==> src/rtl/clock_divider.sv <==
// Integer clock divider: a registered, glitch-free clk_out with a period of DIV
// clk cycles. It is low for DIV-HIGH cycles, then high for HIGH cycles.
module clock_divider #(
  parameter int DIV = 10
) (
  input  logic clk,
  input  logic reset,
  output logic clk_out
);

  // Clamp the width so a bad DIV still elaborates far enough to report the error.
  localparam int CNT_W = (DIV > 2) ? $clog2(DIV) : 1;
  localparam int HIGH  = DIV / 2;
  localparam logic [CNT_W-1:0] CNT_MAX  = CNT_W'(DIV - 1);
  localparam logic [CNT_W-1:0] CNT_RISE = CNT_W'(DIV - HIGH);

  if (DIV < 2) begin : g_bad_div
    $error("clock_divider: DIV must be >= 2");
  end

  logic [CNT_W-1:0] cnt;
  logic [CNT_W-1:0] cnt_next;
  logic             clk_out_q;

  // Explicit wrap at DIV-1, so a power-of-two DIV does not depend on natural overflow.
  always_comb begin
    cnt_next = (cnt == CNT_MAX) ? '0 : cnt + 1'b1;
  end

  always_ff @(posedge clk) begin
    if (!reset) begin
      cnt       <= '0;
      clk_out_q <= 1'b0;
    end else begin
      cnt       <= cnt_next;
      clk_out_q <= (cnt_next >= CNT_RISE);
    end
  end

  assign clk_out = clk_out_q;

endmodule

==> config.mk <==
export PLATFORM = sky130hd
export DESIGN_NAME = clock_divider
export DESIGN_NICKNAME = d
export VERILOG_FILES = /design/src/rtl/clock_divider.sv
export SDC_FILE = /design/constraint.sdc
export NUM_CORES = 1
export LEC_CHECK = 0
export ABC_AREA = 1
export CAP_MARGIN = 10
export CORE_AREA = 2 2 39 41
export DETAILED_ROUTE_END_ITERATION = 12
export DIE_AREA = 0 0 41 43
export PLACE_DENSITY = 0.38
export SLEW_MARGIN = 0
export SYNTH_ARGS = -nofsm -noshare
export SYNTH_HDL_FRONTEND = slang
export SYNTH_SLANG_ARGS = --single-unit
==> constraint.sdc <==
create_clock -name clk -period 1.6 [get_ports clk]
set_input_delay 0.32 -clock clk [delete_from_list [all_inputs] [get_ports clk]]
set_output_delay 0.32 -clock clk [all_outputs]
set_load 0.02 [all_outputs]
Word-level counts from Yosys, hierarchy flattened
Cells that the tools add are included.
{"block": "totals", "regBits": 5, "in_bits": 2, "output_inout_bits": 1, "wordCells": 6}
{"block": "classes", "add_sub_neg": 1, "n_lt_le_gt_ge": 1, "eq_ne": 1, "mux": 1}
{"operator": "4-bit by 1-bit adder with 4-bit output, second input constant", "count": 1}
{"operator": "4-bit == test, second input constant", "count": 1}
{"operator": "4-bit by 3-bit >= comparator with 1-bit output, second input constant", "count": 1}
{"operator": "4-bit 2-to-1 mux", "count": 1}

Longest topological paths before layout
{"block": "depth", "word_depth": 3, "mapped_depth": 7, "ltp_nobuf": 7}

Least setup slack after synthesis
No wires, ideal clock.
{"block": "synth_path", "path_kind": "register -> register", "from": "register cnt[0]", "to": "register clk_out_q (netlist: clk_out)", "arrival_ns": 0.915, "required_ns": 1.488, "path_slack_ns": 0.573, "path_stages_with_launch": 7, "path_buffers": 0, "period_less_slack_ns": 1.027, "path_cell_list": "dfxtp_1 -> inv_1 -> ha_1 -> nand2_1 -> nand2_1 -> nand2_1 -> nand2_1"}
{"block": "synth_between", "elab_chain_len": 3, "elab_cells_between_ends": 4, "cone_classes": "add/sub (1); order compare (1); eq/ne (1); mux (1)"}
{"element": "start: declaration", "line": "21", "source": "logic [CNT_W-1:0] cnt;"}
{"element": "start signal: assignment", "line": "35", "source": "cnt <= cnt_next;"}
{"element": "4-bit by 1-bit adder with 4-bit output / 4-bit == test (equally long branches)", "line": "27", "source": "cnt_next = (cnt == CNT_MAX) ? '0 : cnt + 1'b1;"}
{"element": "4-bit 2-to-1 mux (*)", "line": "27"}
{"element": "4-bit by 3-bit >= comparator with 1-bit output (*)", "line": "36", "source": "clk_out_q <= (cnt_next >= CNT_RISE);"}
{"element": "end signal: assignment", "line": "36"}
{"element": "end: declaration", "line": "23", "source": "logic clk_out_q;"}
Every way passes the cells marked *; elsewhere a longest branch is shown, timed or not.
A chain may end at the register's enable or synchronous reset.

Final worst setup path
{"block": "layout_path", "from": "register clk_out_q (netlist: clk_out)", "to": "output port clk_out"}
{"element": "end: declaration", "line": "8", "source": "output logic clk_out"}
No word-level cell between the ends.

==> results.yml <==
status:
  status: "completed"
grt:
  grt-ovfl-total: 0
  grtUsageTotal_pct: 6.131
  antenna_found_initial: 0
  grt_pass1_vias: 166
  grt_pass1_wl_um: 641
  grt_max_degree: 7
place:
  port_buffers: 2
  post-place-ws_ps: 403.8
  place_congestion: 0.6415
  post-place-cells: 52
  dp_hpwl_um: 292.1
finish:
  fin_nets: 46
  nFillCells: 143
  area_delta_synth_final_pct: 26.50
  diodes: 0
  drive_gt1_share_pct: 17.50
  final_cell_count_no_fill: 56
floorplan:
  dieArea_um2: 1763
  rows: 14
  start_util_pct: 18.08
  die_w_um: 41
  core_um2: 1384
  ios: 3
  dieHeight_um: 43
detailed_routing:
  num_vias: 199
  drt_iter0_drc: 7
  ant_nets: 0
  firstDrtPassIters: 4
  wl_per_cell_um: 6.750
  vias_per_cell: 3.554
  drc_errors: 0
  routed_wl_um: 378
sta:
  finalHoldViolations: 0
  post-route-period-util_pct: 90.36
  min_period_ps: 1446
  setup_tns_ps: 0
  setup_viol: 0
  setup_ws_ps: 154.3
  relSlewSlack_pct: 86.15
  fmax_mhz: 691.7
  rsz0062_at_grt: "no"
  hold_ws_ps: 502.1
  worstMarginPinSlew_ps: 207.1
  slew_viol_final: 0
  finClkSkew_ps: 2.591
power_and_ir_drop:
  ir_drop_uv: 466.9
  power.density_nw_per_um2: 1019
  leakage_nw: 0.1618
setup_path:
  arrival_ps: 1130
  crit_chain: "clkdlybuf4s50_1"
  critPathSlowestCell: "clkdlybuf4s50_1"
  path_buf_inv: 1
  cp.required_ps: 1280
  path_delay_family: "buffers and inverters"
  max_stage_delay_ps: 590
  cp-end-kind: "output port"
  start_kind: "flip-flop"
  path_depth: 1
  worst-setup-path-type: "reg2out"
  crit_path_max_fanout: 1
  r2r_cells: 6
logic_synthesis:
  syn_area_um2: 250.2
  yosysWarnings: 0
  yosysTopAreaCellShare_pct: 40.00
  syn_inst: 34
  ys_top_cells_by_area: "dfxtp_1 40%, ha_1 15%, nand2_1 15%"
  avgSynthCellArea_um2: 7.360
  synth-seq-area-share_pct: 40.00
  yosys.cell_types.count: 11
  yosysTopAreaCell: "dfxtp_1"
  synth_fp_nets: 39
  synth_seq_cells: 5
clock_tree:
  hold_buffers: 0
  cts-resized-gates: 0
  clkTransAtPathRegs_ps: 40
  insertion_delay_ps: 240
  numCtsBuffers: 3
  cts_max_level: 1
  cts_root_buf: "clkbuf_4"
  clockBufferDepth: 2
  cts_setup_buffers: 0
  numClockSinks: 5
  cts_tree: "built"
worst_hold_path:
  hp-class: "reg2reg"
  worstHoldPathCells: 1
run:
  cap_violations: 0
## per-stage QoR
stage / area, um^2 / power (W) / utilization (%)
2_1_floorplan: 250.2 / 0.0001667 / -
3_3_place_gp: 290.3 / 0.0001793 / 20.98
3_5_place_dp: 290.3 / 0.0001787 / 20.98
4_1_cts: 316.6 / 0.0003288 / 22.88
5_1_grt: 316.6 / 0.0003524 / 22.88
6_report: 316.6 / 0.0003225 / 22.88
## registers in the layout, indices dropped and copies added, names as in the netlist
signal / cells
cnt: 4
clk_out: 1
## power breakdown
part,switching [W],internal [W]
logic,0.0000192,0.0000153
registers,0.00000794,0.000133
clock network,0.0000527,0.0000943
total,0.0000799,0.000243
## worst paths after layout
kind / start / endpoint / slack [ps]
worst max-delay path: clk_out / clk_out / 150
worst min-delay path: cnt[0] / cnt[0] / 500
worst max register to register: cnt[0] / clk_out / 490
worst min register to register: cnt[0] / cnt[0] / 500
## placed cells by master, fill, tap and decap left out
master / netlist / layout
inv_2: 1 / 1
dfxtp_1: 5 / 5
nand2_2: 1 / 1
ha_1: 3 / 3
clkbuf_1: 0 / 1
nor2_2: 1 / 1
inv_1: 8 / 8
nand4_1: 1 / 1
clkdlybuf4s50_1: 0 / 2
nand3_2: 1 / 1
nand3_1: 1 / 1
nor2_1: 2 / 2
nand2_1: 10 / 10
clkbuf_4: 0 / 3
## area by class of cell
type                       count  area (um^2)  area share [%]
tap                           16        20.02           6.324
multi-input combinational     20        116.4           36.76
timing repair buffer           2        20.02           6.324
sequential                     5        100.1           31.62
clock buffer                   4        26.28           8.300
inverter                       9        33.78           10.67
## cells by family (layout without fill, tap and decap cells)
logic type    count (synthesis)  in the layout  share of synthesized area (%)
buf+inv                       9             15                          13.50
fa+ha+maj                     3              3                          15.00
simple gates                 17             17                          31.51
flops                         5              5                          40.00
## metal layers
metal | up-vias | global-route usage (%) | part of all wire (%)
met2 | 5 | 6.563 | 43
met4 | 0 | 4.000 | 0
li1 | 109 | - | -
met5 | - | 0 | 0
met3 | 0 | 6.283 | 7.4
met1 | 85 | 7.097 | 50
## Yosys cell counts
library cell and instances:
dfxtp_1 5, ha_1 3, inv_1 8, inv_2 1
nand2_1 10, nand2_2 1, nand3_1 1, nand3_2 1
nand4_1 1, nor2_1 2, nor2_2 1
Note: power is estimated with default switching activity, not from simulation.
